## config.mk

```make
export PLATFORM = sky130hd
export DESIGN_NAME = key_event_scheduler_flat
export DESIGN_NICKNAME = d
export VERILOG_FILES = /design/src/rtl/key_pkg.sv /design/src/rtl/key_event_scheduler_if.sv /design/src/rtl/key_event_fifo.sv /design/src/rtl/key_event_scheduler.sv /design/src/flat_wrapper.sv
export SDC_FILE = /design/constraint.sdc
export NUM_CORES = 1
export LEC_CHECK = 0
export CORE_MARGIN = 2
export CORE_UTILIZATION = 54
export DETAILED_ROUTE_END_ITERATION = 10
export PLACE_DENSITY = 0.86
export RECOVER_POWER = 25
export SYNTH_ARGS = -nofsm -noshare
export SYNTH_HDL_FRONTEND = slang
export SYNTH_SLANG_ARGS = --single-unit
```

## constraint.sdc

```tcl
create_clock -name clk_25mhz -period 2.8 [get_ports clk_25mhz]
set_input_delay 0.84 -clock clk_25mhz [delete_from_list [all_inputs] [get_ports clk_25mhz]]
set_output_delay 0.84 -clock clk_25mhz [all_outputs]
set_load 0.03 [all_outputs]
```

## src/rtl/key_pkg.sv

```systemverilog
// key_pkg: symbol codes, scheduler FSM states and key classification shared with controller_keyboard users
package key_pkg;
  localparam logic [7:0] CODE_NULL   = 8'd0;
  localparam logic [7:0] CODE_A      = 8'd1;
  localparam logic [7:0] CODE_CAP_A  = 8'd27;
  localparam logic [7:0] CODE_DOLLAR = 8'd53;
  localparam logic [7:0] CODE_END    = 8'd61;
  localparam logic [7:0] CODE_BKSP   = 8'd65;
  localparam logic [7:0] CODE_ENTER  = 8'd66;
  localparam logic [7:0] CODE_UP     = 8'd67;
  localparam logic [7:0] CODE_DOWN   = 8'd68;
  typedef enum logic [1:0] {ST_IDLE, ST_HELD_DELAY, ST_HELD_REPEAT, ST_HELD_NOREP} key_state_t;
  function automatic logic is_norepeat(input logic [7:0] code);
    return code == CODE_ENTER || code == CODE_UP || code == CODE_DOWN;
  endfunction
endpackage

```

## src/rtl/key_event_scheduler_if.sv

```systemverilog
// key_event_scheduler_if: event stream from the scheduler to its consumer
//   out_code/out_valid/out_ready : valid/ready event handshake
//   fifo_count                   : events currently buffered
//   overflow                     : sticky dropped-event flag
//   master = scheduler side, slave = consumer side
interface key_event_scheduler_if #(parameter int DEPTH = 8);
  logic [7:0]             out_code;
  logic                   out_valid;
  logic                   out_ready;
  logic [$clog2(DEPTH):0] fifo_count;
  logic                   overflow;
  modport master (output out_code, out_valid, fifo_count, overflow, input out_ready);
  modport slave  (input out_code, out_valid, fifo_count, overflow, output out_ready);
endinterface

```

## src/rtl/key_event_fifo.sv

```systemverilog
// key_event_fifo: DEPTH-entry synchronous event FIFO with flush, count and sticky overflow
//   clk_25mhz, reset (sync, active-low), flush : clock / clear controls
//   push, push_code                            : write side
//   out_code, out_valid, out_ready             : head view and pop handshake
//   count, overflow                            : occupancy and dropped-event flag
module key_event_fifo #(
  parameter int DEPTH = 8
) (
  input  logic                   clk_25mhz,
  input  logic                   reset,
  input  logic                   flush,
  input  logic                   push,
  input  logic [7:0]             push_code,
  input  logic                   out_ready,
  output logic [7:0]             out_code,
  output logic                   out_valid,
  output logic [$clog2(DEPTH):0] count,
  output logic                   overflow
);
  localparam int AW = $clog2(DEPTH);
  logic [7:0]    mem [DEPTH];
  logic [AW-1:0] wr_ptr, rd_ptr;
  logic          full, pop, push_ok;
  assign out_valid = count != '0;
  assign out_code  = out_valid ? mem[rd_ptr] : 8'd0;
  assign full      = count == (AW+1)'(DEPTH);
  assign pop       = out_valid && out_ready;
  // when full, the slot being written is the head being popped this cycle
  assign push_ok   = push && (!full || pop);
  always_ff @(posedge clk_25mhz) begin
    if (!reset || flush) begin
      wr_ptr   <= '0;
      rd_ptr   <= '0;
      count    <= '0;
      overflow <= 1'b0;
    end else begin
      if (push_ok) mem[wr_ptr] <= push_code;
      wr_ptr   <= wr_ptr + AW'(push_ok);
      rd_ptr   <= rd_ptr + AW'(pop);
      count    <= count + (AW+1)'(push_ok) - (AW+1)'(pop);
      overflow <= overflow | (push && !push_ok);
    end
  end
endmodule

```

## src/rtl/key_event_scheduler.sv

```systemverilog
// key_event_scheduler: turns held key levels into buffered key events with typematic repeat
//   clk_25mhz         : system clock
//   reset             : synchronous active-low reset
//   key_code          : held symbol code, 0 = no key
//   flush             : clears buffered events and overflow
//   bus (master)      : out_code/out_valid/out_ready, fifo_count, overflow
//   KEY_AUTOREPEAT_EN : when defined, held repeatable keys auto-repeat; otherwise one event per press
module key_event_scheduler
  import key_pkg::*;
#(
  parameter int DEPTH        = 8,
  parameter int REPEAT_DELAY = 12500000,
  parameter int REPEAT_RATE  = 2500000,
  parameter int CNT_W        = 24
) (
  input  logic                  clk_25mhz,
  input  logic                  reset,
  input  logic [7:0]            key_code,
  input  logic                  flush,
  key_event_scheduler_if.master bus
);
`ifdef KEY_AUTOREPEAT_EN
  localparam bit AUTOREPEAT = 1'b1;
`else
  localparam bit AUTOREPEAT = 1'b0;
`endif
  key_state_t       state, state_n;
  logic [7:0]       prev_code, push_code;
  logic [CNT_W-1:0] cnt, cnt_n;
  logic             new_press, push, delay_hit, rate_hit;
  assign new_press = key_code != CODE_NULL && key_code != prev_code;
  assign delay_hit = cnt == CNT_W'(REPEAT_DELAY - 1);
  assign rate_hit  = cnt == CNT_W'(REPEAT_RATE - 1);
  always_ff @(posedge clk_25mhz) begin
    if (!reset) begin
      state     <= ST_IDLE;
      prev_code <= CODE_NULL;
      cnt       <= '0;
    end else begin
      state     <= state_n;
      prev_code <= key_code;
      cnt       <= cnt_n;
    end
  end
  always_comb begin
    state_n   = state;
    cnt_n     = '0;
    push      = 1'b0;
    push_code = key_code;
    if (key_code == CODE_NULL) begin
      state_n = ST_IDLE;
    end else if (new_press) begin
      push    = 1'b1;
      state_n = (!AUTOREPEAT || is_norepeat(key_code)) ? ST_HELD_NOREP : ST_HELD_DELAY;
    end else if (state == ST_HELD_DELAY) begin
      push      = delay_hit;
      push_code = prev_code;
      cnt_n     = delay_hit ? '0 : cnt + CNT_W'(1);
      state_n   = delay_hit ? ST_HELD_REPEAT : ST_HELD_DELAY;
    end else if (state == ST_HELD_REPEAT) begin
      push      = rate_hit;
      push_code = prev_code;
      cnt_n     = rate_hit ? '0 : cnt + CNT_W'(1);
    end
  end
  key_event_fifo #(.DEPTH(DEPTH)) u_fifo (
    .clk_25mhz (clk_25mhz),
    .reset     (reset),
    .flush     (flush),
    .push      (push),
    .push_code (push_code),
    .out_ready (bus.out_ready),
    .out_code  (bus.out_code),
    .out_valid (bus.out_valid),
    .count     (bus.fifo_count),
    .overflow  (bus.overflow)
  );
endmodule

```

## src/flat_wrapper.sv

```systemverilog
// flat-port wrapper written by rule: the top's interface ports become plain ports
module key_event_scheduler_flat import key_pkg::*;
#(
  parameter int DEPTH        = 8,
  parameter int REPEAT_DELAY = 12500000,
  parameter int REPEAT_RATE  = 2500000,
  parameter int CNT_W        = 24
)
  (clk_25mhz, reset, key_code, flush, bus_out_code, bus_out_valid, bus_fifo_count, bus_overflow, bus_out_ready);
  key_event_scheduler_if #(.DEPTH(DEPTH)) bus_i ();
  input  logic clk_25mhz;
  input  logic reset;
  input  logic [7:0] key_code;
  input  logic flush;
  output wire logic [$bits(bus_i.out_code)-1:0] bus_out_code;
  output wire logic [$bits(bus_i.out_valid)-1:0] bus_out_valid;
  output wire logic [$bits(bus_i.fifo_count)-1:0] bus_fifo_count;
  output wire logic [$bits(bus_i.overflow)-1:0] bus_overflow;
  input wire logic [$bits(bus_i.out_ready)-1:0] bus_out_ready;
  assign bus_out_code = bus_i.out_code;
  assign bus_out_valid = bus_i.out_valid;
  assign bus_fifo_count = bus_i.fifo_count;
  assign bus_overflow = bus_i.overflow;
  assign bus_i.out_ready = bus_out_ready;
  key_event_scheduler #(.DEPTH(DEPTH), .REPEAT_DELAY(REPEAT_DELAY), .REPEAT_RATE(REPEAT_RATE), .CNT_W(CNT_W)) u_core (.clk_25mhz(clk_25mhz), .reset(reset), .key_code(key_code), .flush(flush), .bus(bus_i));
endmodule
```

==> out/qor.csv, run 1 <==
metric;value;unit
io_pins;26;
grtUsageMet1;0.226;
layout_setup_ws;38.7;ps
fin_crit;2760;ps
clk_latency;370;ps
power_density;517;mW/mm2
core;0.00872;mm2
yosys_warnings;0;
groute.layer.met2.usage;0.354;
synth.largest_area_cell;edfxtp_1;
ys_types;49;
synthCells;351;
layout.area.seq;0.00283;mm2
ys.flop_type;edfxtp_1;
synth_nets;375;
min_period_over_period;0.986;
final-hold-violation-count;0;
slew_headroom;0.758;
drc;0;
min_path_type;reg2reg;
track_usage;0.193;
fmax;362;MHz
syn_area_per_cell;13.9;um2
grt-ovfl-total;0;
whs_path_depth;2;
cp_max_fo;2;
htree_num_levels;3;
slew_violations;0;
antenna_found_initial;0;
drtAntennaViolNets;0;
cp.depth;12;
netlist_area;0.00487;mm2
nets;432;
fin_util;0.655;
pre_cts_slack;-675;ps
yosys_register_bits;109;
cts_tree;yes;
grt_pass1_vias;3005;
p_leak;1.90;nW
crit_required;3060;ps
multi_input_area;0.00197;mm2
clockBufferDepth;2;
clk_pin_slew_worst_paths;100;ps
reg2reg_depth;11;
start_kind;primary input;
hold_buffers;0;
grt_pass1_wl;14.7;mm
crit_type;in2reg;
synth-seq-area-share;0.580;
portBuffers;25;
top_usage_layer;met2;
cts_buffers;9;
synth_top_area_share;0.395;
cp_top_family;adder cells;
critPathMaxStageDelay;370;ps
grt_max_degree;20;
std_cell_rows;34;
drive_above_1_share;0.308;
maxCapViolCount;0;
async_flop_share;0;
finalSetupViolCount;0;
clock-sinks;109;
viasPerCell;5.60;
area_growth;17.3;%
num_vias;2912;
status;finished clean;
wire_per_inst;17.4;um
n_fill_cell;598;
die_area;0.00980;mm2
worstMarginPinSlew;360;ps
crit_buf_inv;3;
cp-end-kind;flop;
slowest_stage;fa_1;
arrival;3020;ps
synth_edf_count;64;
met3_usage;0.0411;
hpwlAfterDp;6.14;mm
initial_core_util;0.559;
die_w;99.0;um
firstDrtPassIters;4;
wirelength;9.04;mm
gp_congestion;0.780;
die_h;99.0;um
peakVddDrop;0.345;mV
cts-root-buf;clkbuf_8;
synthTopCellsByArea;edfxtp_1 (39%), dfxtp_1 (18%), mux4_2 (7.4%), nor2_4 (3.7%), xnor2_1 (3.1%);
grt_setup_unrepaired;yes;
insertedDiodeCount;0;
finClkSkew;9.55;ps
worstPathCellList;dlygate4sd2_1 -> xor2_1 -> nor4_4 -> o211ai_2 -> o21ai_4 -> ha_1 -> inv_1 -> ha_2 -> inv_1 -> fa_1 -> xor2_1 -> nor2_1;
drt_iter0_drc;139;
-- placed cells by master, fill, tap and decap left out, types with 3 or more instances in the layout --
cell type,instances
nor2b_1,3
nor2_4,16
buf_12,4
nor4_4,5
nand4_1,5
xor2_1,13
clkbuf_8,9
and2_1,13
dlygate4sd2_1,5
ha_1,9
nor2_1,25
and4_1,3
clkdlybuf4s50_1,8
xor2_2,4
nor4_1,4
dfxtp_1,44
mux4_2,16
buf_2,8
nor2_2,4
nor3_1,10
mux2i_1,8
buf_4,32
nand2_1,8
inv_1,15
xnor2_1,17
edfxtp_1,64
nand3_1,11
-- per-stage QoR --
step           TNS [ps]  instance area (um2)  hold slack (ps)  total power [W]  cells
2_1_floorplan      -277                 4880              435          0.00198    351
3_3_place_gp     -10380                 5460              455          0.00211    500
3_5_place_dp     -19070                 5460              456          0.00212    500
4_1_cts           -52.4                 5720              480          0.00298    518
5_1_grt           -93.8                 5710              500          0.00306    520
6_report              0                 5710              477          0.00296    520
-- tightest hold or removal path: stages, from the launching register on --
cell and delay, ps:
dfxtp_1 330, inv_1 50, a21oi_1 50
-- final cells by class --
type                            count  area share
Clock buffer                        9      0.0217
Clock inverter                      6     0.00963
Inverter                           15     0.00985
Multi-Input combinational cell    209       0.344
Sequential cell                   109       0.495
Tap cell                          108      0.0236
Timing Repair Buffer               64      0.0963
-- sequential cells by signal, summed over array words and instances, names as in the netlist --
signal / count
u_core.u_fifo.mem: 64
u_core.state: 2
u_core.u_fifo.count: 4
u_core.prev_code: 8
u_core.cnt: 24
u_core.u_fifo.wr_ptr: 3
u_core.u_fifo.overflow: 1
u_core.u_fifo.rd_ptr: 3
-- final timing paths --
path	startpoint	slack (ps)	end
hold reg to reg	u_core.u_fifo.overflow$_SDFF_PP0_	480	u_core.u_fifo.overflow$_SDFF_PP0_
hold / removal	u_core.u_fifo.overflow$_SDFF_PP0_	480	u_core.u_fifo.overflow$_SDFF_PP0_
setup reg to reg	u_core.cnt[21]$_SDFF_PP0_	60	u_core.u_fifo.count[2]$_SDFF_PP0_
setup / recovery	key_code[7]	40	u_core.u_fifo.count[2]$_SDFF_PP0_
-- per-layer routing --
metal  vias to the layer above  wire length (um)
li1                       1372                 -
met1                      1463              3580
met2                        66              4870
met3                        11               463
met4                         0               125
met5                         -                 0
-- timing repair --
item | in CTS | in global routing
gates resized for setup | 49 | 26
cloned | 0 | 1
setup buffers | 3 | 1
endpoints found under the setup margin | 12 | 11
pin swaps | 4 | 5
-- synth_stat cells (3+ instances only) --
library cell and count:
inv_1 15, nor2_1 25, ha_1 11, nor3_1 10, nor2_4 16, nand3_1 11
a21oi_1 3, nor2b_1 3, mux2i_1 8, nand2_1 8, dfxtp_1 45, nor4_1 6
xor2_1 17, nor4_4 3, xnor2_1 17, clkbuf_1 12, edfxtp_1 64, nand4_1 5
and2_1 14, mux4_2 16, nor2_2 4, and4_1 3
-- cell families (layout without fill, tap and decap cells) --
logic type,after synthesis,count (layout),share of synthesized area
AND/OR/NAND/NOR,126,126,0.182
flip-flops,109,109,0.580
XOR/XNOR,34,34,0.0611
buffers and inverters,33,94,0.0339
multiplexers,24,24,0.0904
AO/OA/AOI/OAI,13,13,0.0206
adder cells (fa/ha/maj),12,12,0.0324
-- where the power goes --
group | internal, W | switching [W] | total (W) | leakage [nW]
combinational | 0.000141 | 0.000200 | 0.000340 | 0.865
sequential | 0.00172 | 0.0000181 | 0.00174 | 0.945
clock | 0.000336 | 0.000542 | 0.000878 | 0.0858
total | 0.00220 | 0.000760 | 0.00296 | 1.90
No activity file was read; power rests on OpenSTA's default activity.
==> inputs of run 2 (changes only) <==
- GPL_TIMING_DRIVEN: not set -> 0
- REMOVE_ABC_BUFFERS: not set -> 1
==> run 2 against run 1 <==
  * Clock-buffer cell count unchanged
  * Combinational power down 7.1%
  * Sequential power is essentially flat
  * Critical endpoint is now u_core.u_fifo.count[1]$_SDFF_PP0_
==> out/qor.csv, run 2 (synthesis results as in run 1) <==
metric;value;unit;change
status;finished clean;;
wirelength;8.51;mm;-5.9%
p_leak;1.74;nW;-8.1%
clockBufferDepth;2;;unchanged
io_pins;26;;unchanged
nets;405;;-6.3%
min_period_over_period;0.988;;+0.00209
n_fill_cell;631;;+5.5%
start_kind;primary input;;
cp_max_fo;11;;+9
fmax;361;MHz;-0.21%
reg_top3;u_core.u_fifo.mem (64), u_core.cnt (24), u_core.prev_code (8);;
multi_input_area;0.00200;mm2;+1.7%
portBuffers;25;;unchanged
finClkSkew;11.1;ps;+1.55 ps
maxCapViolCount;0;;unchanged
peakVddDrop;0.296;mV;-14%
gp_congestion;0.812;;+4.1%
grt_pass1_wl;13.8;mm;-5.7%
track_usage;0.182;;-0.0113
cp-end-kind;flop;;
hpwlAfterDp;5.51;mm;-10%
worstMarginPinSlew;644;ps;+284 ps
grt_pass1_vias;2863;;-4.7%
htree_num_levels;3;;unchanged
largest_reg_flops;64;;unchanged
min_path_type;reg2reg;;
crit_type;in2reg;;
grt-ovfl-total;0;;unchanged
firstDrtPassIters;4;;unchanged
area_growth;12.9;%;
power_density;538;mW/mm2;+4.0%
drtAntennaViolNets;0;;unchanged
drt_iter0_drc;132;;-5.0%
insertedDiodeCount;0;;unchanged
regMostFlops;u_core.u_fifo.mem;;
fin_area;0.00550;mm2;-3.8%
final_cell_mix;edfxtp_1 (64), dfxtp_1 (42), nor2_1 (23);;
cts_tree;yes;;
slew_headroom;0.570;;-0.188
finalSetupViolCount;0;;unchanged
die_area;0.00980;mm2;unchanged
mostFrequentLayoutCell;edfxtp_1;;
wire_per_inst;17.2;um;-0.98%
fin_crit;2770;ps;+5.86 ps
die_w;99.0;um;unchanged
post-place-cells;466;;-6.8%
crit_required;3060;ps;about the same
drive_above_1_share;0.295;;-0.0129
cts_buffers;9;;unchanged
antenna_found_initial;0;;unchanged
clk_pin_slew_worst_paths;100;ps;about the same
clk_latency;370;ps;about the same
stdcell_count;494;;-5.0%
clock-sinks;109;;unchanged
initial_core_util;0.559;;unchanged
arrival;3020;ps;about the same
core;0.00872;mm2;unchanged
viasPerCell;5.59;;-0.20%
grt_max_degree;25;;+25%
drc;0;;unchanged
std_cell_rows;34;;unchanged
final-hold-violation-count;0;;unchanged
layout.area.seq;0.00283;mm2;about the same
slew_violations;0;;unchanged
die_h;99.0;um;unchanged
place_area;0.00515;mm2;-5.7%
cts-root-buf;clkbuf_8;;
num_vias;2761;;-5.2%
[run 2: cell count changes in the layout (fill, tap and decap cells not counted), sizes merged]
cell / delta
clkdlybuf4s15: -1
dlygate4sd2: -4
clkinv: +3
clkinvlp: -2
buf: -19
clkbuf: -3
[run 2: metrics by stage]
step / power, W / util / hold WS [ps] / setup TNS [ps] / setup WS, ps
after global placement: 0.00208 / 0.590 / 448 / -66560 / -1130
final: 0.00296 / 0.631 / 467 / 0 / 32.8
after CTS: 0.00298 / 0.627 / 477 / -2210 / -150
after floorplan: 0.00196 / - / 435 / -574 / -227
after global routing: 0.00307 / 0.631 / 508 / -45.2 / -24.6
after detailed placement: 0.00209 / 0.590 / 458 / -73840 / -1230
[run 2: area by class of cell]
cell class | instances | share of cell area
clock buffer | 9 | 0.0225
clock inverter | 7 | 0.0118
timing repair buffer | 37 | 0.0526
multi-input combinational | 209 | 0.364
inverter | 15 | 0.0102
sequential | 109 | 0.514
tap | 108 | 0.0246
[run 2: layer usage]
| layer | share of wire | track usage |
|---|---|---|
| met1 | 0.41 | 0.210 |
| met2 | 0.53 | 0.330 |
| met3 | 0.045 | 0.0475 |
| met4 | 0.014 | 0.0569 |
| met5 | 0 | 0 |
[run 2: critical path, cell delays in order]
cell	delay (ps)
buf_2	160
xor2_1	200
nor4_4	360
o211ai_2	190
o21ai_4	210
ha_4	210
inv_1	50
ha_2	170
inv_1	50
fa_2	510
nor2_1	40
[run 2: worst paths after layout]
path | start | endpoint | slack (ps) | cells past startpoint
min reg2reg | u_core.u_fifo.overflow$_SDFF_PP0_ | u_core.u_fifo.overflow$_SDFF_PP0_ | 470 | 2
min | u_core.u_fifo.overflow$_SDFF_PP0_ | u_core.u_fifo.overflow$_SDFF_PP0_ | 470 | 2
max reg2reg | u_core.cnt[1]$_SDFF_PP0_ | u_core.u_fifo.count[1]$_SDFF_PP0_ | 230 | 11
max | key_code[6] | u_core.u_fifo.count[1]$_SDFF_PP0_ | 30 | 11
[run 2: power by group]
part           leakage (nW)  internal [W]  total, W  switching (W)
sequential            0.946       0.00172   0.00174      0.0000179
clock                0.0973      0.000343  0.000906       0.000563
combinational         0.698      0.000125  0.000316       0.000192
[run 2: repair_timing]
action | in CTS | in global routing
resized for setup | 78 | 33
setup endpoints to repair | 80 | 59
hold buffers | 0 | 0
endpoints found under the hold margin | 0 | 0
pin swaps | 5 | 6
setup buffers | 7 | 5
==> inputs of run 3 (changes only) <==
- CORE_UTILIZATION: 54 -> 26
- GPL_ROUTABILITY_DRIVEN: not set -> 1
- PLACE_DENSITY: 0.86 -> 0.52
==> run 3 against run 2 <==
  * Fmax rose by 1.8%
  * Combinational power rose by 3%
  * Critical path type is now reg2out
  * Worst setup slack improved by 48 ps
  * Non-clock buffer count fell by 1
  * Core utilization fell by 32 points
  * Highest routed layer unchanged
  * Final area rose by 5.5%
==> out/qor.csv, run 3 (synthesis results as in run 1) <==
metric;value;unit;change
reg_top3;u_core.u_fifo.mem (64), u_core.cnt (24), u_core.prev_code (8);;
gp_congestion;0.706;;-13%
cp_max_fo;7;;-4
reg2reg_depth;9;;-2
wire_per_inst;14.6;um;-15%
wirelength;9.07;mm;+6.6%
clock-sinks;109;;unchanged
wl_met1;4.02;mm;+16%
cts-root-buf;clkbuf_16;;
grt_max_degree;25;;unchanged
drive_above_1_share;0.304;;+0.00856
final.setup.tns;0;ps;unchanged
largest_reg_flops;64;;unchanged
n_fill_cell;1833;;+190%
clockBufferDepth;2;;unchanged
post-place-cells;593;;+27%
maxCapViolCount;0;;unchanged
crit_required;1960;ps;-1100 ps
slew_violations;0;;unchanged
final-hold-violation-count;0;;unchanged
timing.rr.end;u_core.u_fifo.mem[5][3]$_DFFE_PP_;;
portBuffers;25;;unchanged
antenna_found_initial;0;;unchanged
start_kind;flop;;
min_to;u_core.cnt[0]$_SDFF_PP0_;;
arrival;1880;ps;-1140 ps
grt_pass1_vias;2795;;-2.4%
hpwlAfterDp;6.16;mm;+12%
fin_crit;2720;ps;-48.4 ps
fmax;368;MHz;+1.8%
worstMarginPinSlew;610;ps;-33.9 ps
status;finished clean;;
die_area;0.0198;mm2;+100%
mostFrequentLayoutCell;edfxtp_1;;
fin_util;0.313;;-0.317
drtAntennaViolNets;0;;unchanged
route.met3.wl;234;um;-38%
timing.rr.start;u_core.cnt[0]$_SDFF_PP0_;;
grt_pass1_wl;14.7;mm;+6.3%
slew_headroom;0.593;;+0.0226
whs_path_depth;1;;-1
area_growth;19.1;%;
nets;404;;-0.25%
io_pins;26;;unchanged
drt_iter0_drc;81;;-39%
std_cell_rows;50;;+47%
insertedDiodeCount;0;;unchanged
core;0.0185;mm2;+110%
routed.top_layer;met4;;
viasPerCell;4.37;;-22%
regMostFlops;u_core.u_fifo.mem;;
min_period_over_period;0.971;;-0.0173
hold_buffers;0;;unchanged
min_from;u_core.cnt[0]$_SDFF_PP0_;;
finClkSkew;9.84;ps;-1.25 ps
track_usage;0.0957;;-0.0864
die_w;141;um;+42%
finalSetupViolCount;0;;unchanged
htree_num_levels;3;;unchanged
die_h;141;um;+42%
crit_type;reg2out;;
p_leak;1.80;nW;+3.1%
wl_met2;4.75;mm;+4.5%
clk_pin_slew_worst_paths;80;ps;-20 ps
num_vias;2707;;-2.0%
cts_tree;yes;;
clk_latency;340;ps;-30 ps
initial_core_util;0.263;;-0.295
drc;0;;unchanged
grt-ovfl-total;0;;unchanged
regToRegSetupSlack;200;ps;-30 ps
min_path_type;reg2reg;;
stdcell_count;619;;+25%
peakVddDrop;0.248;mV;-16%
power_density;563;mW/mm2;+4.6%
cts_buffers;9;;unchanged
cp-end-kind;primary output;;
firstDrtPassIters;4;;unchanged
final_cell_mix;edfxtp_1 (64), dfxtp_1 (42), nor2_1 (23);;
[run 3: critical path, cell delays in order (launching register included)]
cell and delay [ps]:
dfxtp_4 390, buf_12 140, mux4_2 500, mux2i_1 150
nor2_1 50, clkdlybuf4s15_2 290
[run 3: per-stage QoR]
step                instance area, um2  hold WS, ps  total power [W]  worst slack (ps)
floorplan                         4760          435          0.00196              -227
global placement                  5310          453          0.00209             -1270
finish                            5800          436          0.00327              81.2
CTS                               5740          441          0.00331              1.61
global route                      5800          457          0.00341             -15.2
detailed placement                5330          460          0.00210             -1360
[run 3: repair_timing]
item                                   in CTS  in global routing
setup endpoints to repair                  80                 25
pin swaps                                   5                  7
setup buffers                               7                  3
resized for setup                          84                 29
endpoints found under the hold margin       0                  0
[run 3: worst max-delay path by stage]
stage | start | end | slack, ps | depth (start not counted)
floorplan | key_code[6] | u_core.u_fifo.count[2]$_SDFF_PP0_ | -230 | 11
global placement | key_code[3] | u_core.u_fifo.mem[5][4]$_DFFE_PP_ | -1270 | 6
detailed placement | key_code[6] | u_core.u_fifo.count[2]$_SDFF_PP0_ | -1360 | 12
CTS | key_code[6] | u_core.u_fifo.count[2]$_SDFF_PP0_ | 2 | 12
global route | key_code[6] | u_core.u_fifo.count[1]$_SDFF_PP0_ | -20 | 11
finish | u_core.u_fifo.rd_ptr[0]$_SDFF_PP0_ | bus_out_code[1] | 80 | 5
[run 3: final cells by class]
type	instances	area, um2	area share
multi-input combinational	209	2010	0.346
clock inverter	7	55.1	0.00949
inverter	15	56.3	0.00970
clock buffer	9	225	0.0388
tap	234	293	0.0505
timing repair buffer	36	332	0.0571
sequential	109	2830	0.488
[run 3: routing by layer]
layer,track usage,vias to the layer above
met5,0,-
li1,-,1320
met2,0.168,25
met3,0.0289,7
met4,0.0221,0
met1,0.116,1355
[run 3: power breakdown]
part	switching [W]	total (W)	internal, W
Sequential	0.0000178	0.00174	0.00172
Combinational	0.000196	0.000326	0.000130
Clock	0.000588	0.00120	0.000617
Total	0.000803	0.00327	0.00247
